===== config.mk =====
export PLATFORM = sky130hd
export DESIGN_NAME = dmem_responder_flat
export DESIGN_NICKNAME = d
export VERILOG_FILES = /design/src/rtl/dmem_responder_if.sv /design/src/rtl/dmem_responder.sv /design/src/flat_wrapper.sv
export SDC_FILE = /design/constraint.sdc
export NUM_CORES = 2
export LEC_CHECK = 0
export CAP_MARGIN = 0
export CORE_MARGIN = 1
export CORE_UTILIZATION = 35
export DETAILED_ROUTE_END_ITERATION = 7
export HOLD_SLACK_MARGIN = 0.06
export PLACE_DENSITY = 0.6
export SLEW_MARGIN = 20
export SYNTH_ARGS = -nofsm -noshare
export SYNTH_HDL_FRONTEND = slang
export SYNTH_SLANG_ARGS = --single-unit
export TNS_END_PERCENT = 5

===== constraint.sdc =====
create_clock -name clk -period 12.55 [get_ports clk]
set_clock_uncertainty 0.05 [all_clocks]
set_input_delay 1.8825 -clock clk [delete_from_list [all_inputs] [get_ports clk]]
set_output_delay 1.8825 -clock clk [all_outputs]
set_load 0.01 [all_outputs]

===== src/rtl/dmem_responder_if.sv =====
// dmem_responder_if: MEM-stage data bus between the pipeline (master) and the
// data-memory responder (slave).
//   dmem_action_cyc / dmem_action_stb : bus cycle active / request strobe
//   dmem_write, dmem_byte_enable      : request type and byte lanes
//   dmem_address, dmem_wdata          : byte address and write data
//   dmem_resp, dmem_data_out, dmem_err: one-cycle ack, read data, range error
interface dmem_responder_if;
  logic        dmem_action_cyc;
  logic        dmem_action_stb;
  logic        dmem_write;
  logic [1:0]  dmem_byte_enable;
  logic [15:0] dmem_address;
  logic [15:0] dmem_wdata;
  logic        dmem_resp;
  logic [15:0] dmem_data_out;
  logic        dmem_err;

  modport master (
    output dmem_action_cyc, dmem_action_stb, dmem_write, dmem_byte_enable,
           dmem_address, dmem_wdata,
    input  dmem_resp, dmem_data_out, dmem_err
  );

  modport slave (
    input  dmem_action_cyc, dmem_action_stb, dmem_write, dmem_byte_enable,
           dmem_address, dmem_wdata,
    output dmem_resp, dmem_data_out, dmem_err
  );
endinterface


===== src/rtl/dmem_responder.sv =====
// dmem_responder: single-outstanding data-memory responder with programmable
// wait states and a word-organised 16-bit SRAM model.
//   clk   : clock, all state updates on the rising edge
//   rst_n : asynchronous active-low reset (array contents are not reset)
//   bus   : dmem_responder_if slave modport (request in, resp/data/err out)
//
//   state | meaning
//   ------+---------------------------------------------------------------
//   IDLE  | waiting for cyc & stb; request fields latched on accept
//   WAIT  | down-counting wait states; cyc low aborts back to IDLE
//   ACK   | dmem_resp (and dmem_err) high for this one cycle
module dmem_responder #(
  parameter int ADDR_WIDTH = 8,
  parameter int LATENCY    = 2
) (
  input  logic             clk,
  input  logic             rst_n,
  dmem_responder_if.slave  bus
);

  localparam int DEPTH = 2 ** ADDR_WIDTH;
  localparam int CNT_W = (LATENCY > 1) ? $clog2(LATENCY) : 1;
  localparam logic [CNT_W-1:0] CNT_LOAD = CNT_W'((LATENCY > 0) ? LATENCY - 1 : 0);

  typedef enum logic [1:0] {
    IDLE = 2'd0,
    WAIT = 2'd1,
    ACK  = 2'd2
  } state_t;

  state_t            state;
  logic [CNT_W-1:0]  cnt;

  logic              lat_write;
  logic [1:0]        lat_be;
  logic [15:0]       lat_addr;
  logic [15:0]       lat_wdata;

  logic              resp_q;
  logic              err_q;
  logic [15:0]       data_q;

  logic [15:0]       mem [DEPTH];

  logic              req;
  logic              enter_ack;
  logic              cm_write;
  logic [1:0]        cm_be;
  logic [15:0]       cm_addr;
  logic [15:0]       cm_wdata;
  logic              cm_oor;
  logic [ADDR_WIDTH-1:0] cm_idx;

  assign req = bus.dmem_action_cyc & bus.dmem_action_stb;

  // Request fields in force on the edge that enters ACK. With zero wait states
  // that edge is also the accept edge, so the live inputs are used instead of
  // the (not yet loaded) latches.
  always_comb begin
    enter_ack = 1'b0;
    cm_write  = lat_write;
    cm_be     = lat_be;
    cm_addr   = lat_addr;
    cm_wdata  = lat_wdata;
    case (state)
      IDLE: begin
        if (LATENCY == 0 && req) begin
          enter_ack = 1'b1;
          cm_write  = bus.dmem_write;
          cm_be     = bus.dmem_byte_enable;
          cm_addr   = bus.dmem_address;
          cm_wdata  = bus.dmem_wdata;
        end
      end
      WAIT:    enter_ack = bus.dmem_action_cyc && (cnt == '0);
      default: enter_ack = 1'b0;
    endcase
  end

  assign cm_idx = cm_addr[ADDR_WIDTH:1];
  // Any set bit above the word index puts the byte address outside the array.
  assign cm_oor = (cm_addr >> (ADDR_WIDTH + 1)) != 16'h0000;

  always_ff @(posedge clk) begin
    if (enter_ack && cm_write && !cm_oor) begin
      if (cm_be[0]) mem[cm_idx][7:0]  <= cm_wdata[7:0];
      if (cm_be[1]) mem[cm_idx][15:8] <= cm_wdata[15:8];
    end
  end

  always_ff @(posedge clk or negedge rst_n) begin
    if (!rst_n) begin
      state     <= IDLE;
      cnt       <= '0;
      lat_write <= 1'b0;
      lat_be    <= 2'b00;
      lat_addr  <= 16'h0000;
      lat_wdata <= 16'h0000;
      resp_q    <= 1'b0;
      err_q     <= 1'b0;
      data_q    <= 16'h0000;
    end else begin
      resp_q <= 1'b0;
      err_q  <= 1'b0;
      case (state)
        IDLE: begin
          if (req) begin
            lat_write <= bus.dmem_write;
            lat_be    <= bus.dmem_byte_enable;
            lat_addr  <= bus.dmem_address;
            lat_wdata <= bus.dmem_wdata;
            if (LATENCY == 0) begin
              state <= ACK;
            end else begin
              state <= WAIT;
              cnt   <= CNT_LOAD;
            end
          end
        end
        WAIT: begin
          if (!bus.dmem_action_cyc) state <= IDLE;
          else if (cnt == '0)       state <= ACK;
          else                      cnt   <= cnt - 1'b1;
        end
        ACK:     state <= IDLE;
        default: state <= IDLE;
      endcase

      if (enter_ack) begin
        resp_q <= 1'b1;
        err_q  <= cm_oor;
        if (cm_oor)         data_q <= 16'h0000;
        else if (!cm_write) data_q <= mem[cm_idx];
      end
    end
  end

  assign bus.dmem_resp     = resp_q;
  assign bus.dmem_err      = err_q;
  assign bus.dmem_data_out = data_q;

endmodule


===== src/flat_wrapper.sv =====
// flat-port wrapper written by rule: the top's interface ports become plain ports
module dmem_responder_flat 
#(
  parameter int ADDR_WIDTH = 8,
  parameter int LATENCY    = 2
)
  (clk, rst_n, bus_dmem_action_cyc, bus_dmem_action_stb, bus_dmem_write, bus_dmem_byte_enable, bus_dmem_address, bus_dmem_wdata, bus_dmem_resp, bus_dmem_data_out, bus_dmem_err);
  dmem_responder_if bus_i ();
  input  logic clk;
  input  logic rst_n;
  input wire logic [$bits(bus_i.dmem_action_cyc)-1:0] bus_dmem_action_cyc;
  input wire logic [$bits(bus_i.dmem_action_stb)-1:0] bus_dmem_action_stb;
  input wire logic [$bits(bus_i.dmem_write)-1:0] bus_dmem_write;
  input wire logic [$bits(bus_i.dmem_byte_enable)-1:0] bus_dmem_byte_enable;
  input wire logic [$bits(bus_i.dmem_address)-1:0] bus_dmem_address;
  input wire logic [$bits(bus_i.dmem_wdata)-1:0] bus_dmem_wdata;
  output wire logic [$bits(bus_i.dmem_resp)-1:0] bus_dmem_resp;
  output wire logic [$bits(bus_i.dmem_data_out)-1:0] bus_dmem_data_out;
  output wire logic [$bits(bus_i.dmem_err)-1:0] bus_dmem_err;
  assign bus_i.dmem_action_cyc = bus_dmem_action_cyc;
  assign bus_i.dmem_action_stb = bus_dmem_action_stb;
  assign bus_i.dmem_write = bus_dmem_write;
  assign bus_i.dmem_byte_enable = bus_dmem_byte_enable;
  assign bus_i.dmem_address = bus_dmem_address;
  assign bus_i.dmem_wdata = bus_dmem_wdata;
  assign bus_dmem_resp = bus_i.dmem_resp;
  assign bus_dmem_data_out = bus_i.dmem_data_out;
  assign bus_dmem_err = bus_i.dmem_err;
  dmem_responder #(.ADDR_WIDTH(ADDR_WIDTH), .LATENCY(LATENCY)) u_core (.clk(clk), .rst_n(rst_n), .bus(bus_i));
endmodule

==> results.sh <==
export IMPL_syn_num_nets=7877
export IMPL_overflow=0
export IMPL_power_density_mw_per_mm2=183.2
export IMPL_nets=8006
export IMPL_hold_worst_slack_ps=459.0
export IMPL_drive_above_1_share=0.2164
export IMPL_switching_share=0.2615
export IMPL_finalSetupViolCount=0
export IMPL_htreeDepth=5
export IMPL_die_h_um=679.1
export IMPL_grt_antenna_before_repair=22
export IMPL_cts_buffer_depth=4
export IMPL_cp_required_ps=13270
export IMPL_drv_slew=0
export IMPL_rsz0062_at_grt="no"
export IMPL_drc=0
export IMPL_power_mw=33.16
export IMPL_power_leakage_nw=55.27
export IMPL_core_mm2=0.4564
export IMPL_hold_viol=0
export IMPL_seq_power_share=0.492
export IMPL_vias=78180
export IMPL_grt_pass1_vias=79490
export IMPL_cts_tree="yes"
export IMPL_dpl_worst_slack_ps=6316
export IMPL_status="finished, final reports clean"
export IMPL_tns_ps=0
export IMPL_p_int_mw=24.49
export IMPL_clk_pin_slew_ps=60
export IMPL_routed_top_layer="met5"
export IMPL_rows=248
export IMPL_wl_met2_mm=198.7
export IMPL_max_slew_margin=0.2016
export IMPL_first_pass_iters=6
export IMPL_reg2reg_depth=9
export IMPL_fin_crit_sh=0.4568
export IMPL_final_min_clock_period_ps=5732
export IMPL_min_path_cells=1
export IMPL_max_freq_mhz=174.5
export IMPL_pwr_share_clk=0.360
export IMPL_yosys_warnings=0
export IMPL_reg2reg_from="u_core.cm_addr[2]"
export IMPL_worstSetupStartpointType="register"
export IMPL_postSynthCellCount=7838
export IMPL_synth_seq_cells=4151
export IMPL_syn_to_final_growth_pct=12.83
export IMPL_met3WireLength_mm=30.23
export IMPL_hold_path_class="reg2reg"
export IMPL_cp_max_fo=116
export IMPL_ios=57
export IMPL_crit_start="u_core.cm_addr[2]"
export IMPL_post_cts_resized=0
export IMPL_rrSetupSlack_ps=6820
export IMPL_ir_drop_v=0.0001205
export IMPL_tightest_slew_ps=1194
export IMPL_r2r_end="u_core.bus.dmem_data_out[14]"
export IMPL_grt_start_max_net_pins=205
export IMPL_die_area_mm2=0.4612
export IMPL_mappedNetlistArea_mm2=0.1605
export IMPL_clock_latency_ps=950
export IMPL_cts_setup_buffers=0
export IMPL_setup_ws_ps=6818
export IMPL_viasPerCell=5.411
export IMPL_drt_initial_drc_count=8720
export IMPL_cts_buffers=400
export IMPL_grt_usage=0.1719
export IMPL_cts_root_buf="clkbuf_16"
export IMPL_hold_buffers=0
export IMPL_wl_met1_mm=164.3
export IMPL_seq_area_frac_synth=0.7750
export IMPL_hpwlAfterDp_mm=240.2
export IMPL_power_net_switching_mw=8.673
export IMPL_cp_arrival_ps=6450
export IMPL_path_class="reg2reg"
export IMPL_p_comb_frac=0.148
export IMPL_async_flop_share=0.01325
export IMPL_port_buffer_count=55
export IMPL_avgSynthCellArea_um2=20.47
export IMPL_synth_edf_count=4096
export IMPL_grt_pass1_wl_mm=578.9
export IMPL_synthFlopType="edfxtp_1"
export IMPL_routabilityCongestion=0.8333
export IMPL_drtAntennaViolNets=0
export IMPL_die_x_um=679.1
export IMPL_end_kind="register"
export IMPL_cap_violations=0
export IMPL_wl_mm=407.5
export IMPL_clkSinkCount=4151
export IMPL_holdPathEnd="u_core.cm_be[0]"
export IMPL_yosysUniqueCellTypes=52
export IMPL_routedWlPerCell_um=28.20
export IMPL_start_util=0.3516
export IMPL_hp_start="u_core.cm_be[0]"
==> power groups by stage <==
stage               logic [mW]  registers [mW]  clock network [mW]
CTS                       4.91            16.4                12.1
global placement          4.81            16.6                   0
detailed placement        4.90            16.7                   0
global route              5.16            16.3                12.6
finish                    4.91            16.3                11.9
floorplan                 2.75            17.0                   0
==> how the worst max path moves through the flow <==
stage          slack (ps)  depth (start not counted)                      endpoint
2_1_floorplan        8520                          0              u_core.mem[0][0]
4_1_cts              6810                          9  u_core.bus.dmem_data_out[10]
3_5_place_dp         6320                          7           u_core.mem[150][13]
6_report             6820                          9  u_core.bus.dmem_data_out[14]
3_3_place_gp         6360                          7           u_core.mem[149][10]
5_1_grt              6650                          9  u_core.bus.dmem_data_out[14]
==> per-stage QoR <==
stage                     instances  area [µm²]    util
after floorplan                7838      160500       -
final                         14450      181100  0.3967
after global routing          14440      181000  0.3966
after CTS                     14420      180900  0.3963
after global placement        13690      168000  0.3680
after detailed placement      13690      168000  0.3681
==> critical path, cell delays in order (launching register included) <==
cell and delay, ps:
dfrtp_4 800, buf_12 580, buf_12 570, buf_4 920
mux4_2 600, o211ai_1 280, nand3_1 190, a21oi_1 650
o311a_1 340, a31oi_1 60
==> state kept, by name, summed over array words and instances (netlist names) <==
register	count
u_core.state	2
u_core.cm_be	2
u_core.bus.dmem_data_out	16
u_core.cnt	1
u_core.cm_write	1
u_core.cm_addr	15
u_core.mem	4096
u_core.bus.dmem_err	1
u_core.bus.dmem_resp	1
u_core.cm_wdata	16
==> routing by layer <==
metal	vias to the layer above	track usage
li1	32680	-
met1	41870	0.2321
met2	3084	0.2822
met3	548	0.02965
met4	2	0.05843
met5	-	0
==> Yosys cell counts, types with 12 or more instances <==
library cell / instances / area share
nand2_1: 221 / 0.0052
o311a_1: 16 / 0.0010
edfxtp_1: 4096 / 0.77
mux2i_1: 423 / 0.026
o211ai_1: 17 / 0.00080
buf_4: 71 / 0.0033
o221ai_1: 45 / 0.0025
o21ai_0: 102 / 0.0032
a211oi_1: 33 / 0.0015
nor4_1: 17 / 0.00066
a31oi_1: 16 / 0.00062
clkbuf_1: 219 / 0.0051
nand3_1: 124 / 0.0039
nand2b_1: 23 / 0.00090
a21oi_1: 221 / 0.0069
buf_1: 25 / 0.00058
mux2_2: 155 / 0.011
o22ai_1: 81 / 0.0032
o21ai_1: 13 / 0.00041
buf_2: 160 / 0.0050
nor2b_1: 12 / 0.00047
a22oi_1: 176 / 0.0082
mux4_2: 814 / 0.11
a22o_1: 15 / 0.00082
nand4_1: 74 / 0.0029
dfrtp_1: 55 / 0.0086
nor2_1: 544 / 0.013
a41o_1: 15 / 0.00094
==> cells in the final DEF, fill, tap and decap left out, drive strengths merged, types with 45 or more instances in the layout <==
cell	synthesis	final
a21oi	221	221
a22oi	176	176
buf	266	158
clkbuf	219	480
clkdlybuf4s50	0	54
clkinv	0	180
dfrtp	55	55
edfxtp	4096	4096
mux2	156	156
mux2i	423	423
mux4	814	814
nand2	221	221
nand3	124	124
nand4	74	74
nor2	546	546
o21ai	115	115
o221ai	45	45
o22ai	81	81
==> cell type report <==
class                      instances  area [µm²]
fill                           40030      275400
sequential                      4151      124500
multi-input combinational       3197       33980
clock buffer                     480       10480
tap                             6125        7664
clock inverter                   254        2399
timing repair buffer             212        2006
antenna                           26       65.06
inverter                           5       18.77
==> cell families (layout without fill, tap and decap cells) <==
family	Yosys count	after routing	synth area share
compound gates	760	760	0.03063
simple gates	1044	1044	0.02796
buf+inv	490	951	0.01484
flops	4151	4151	0.7750
other cells	0	26	0
mux	1393	1393	0.1516
Note: power is estimated with default switching activity, not from simulation.
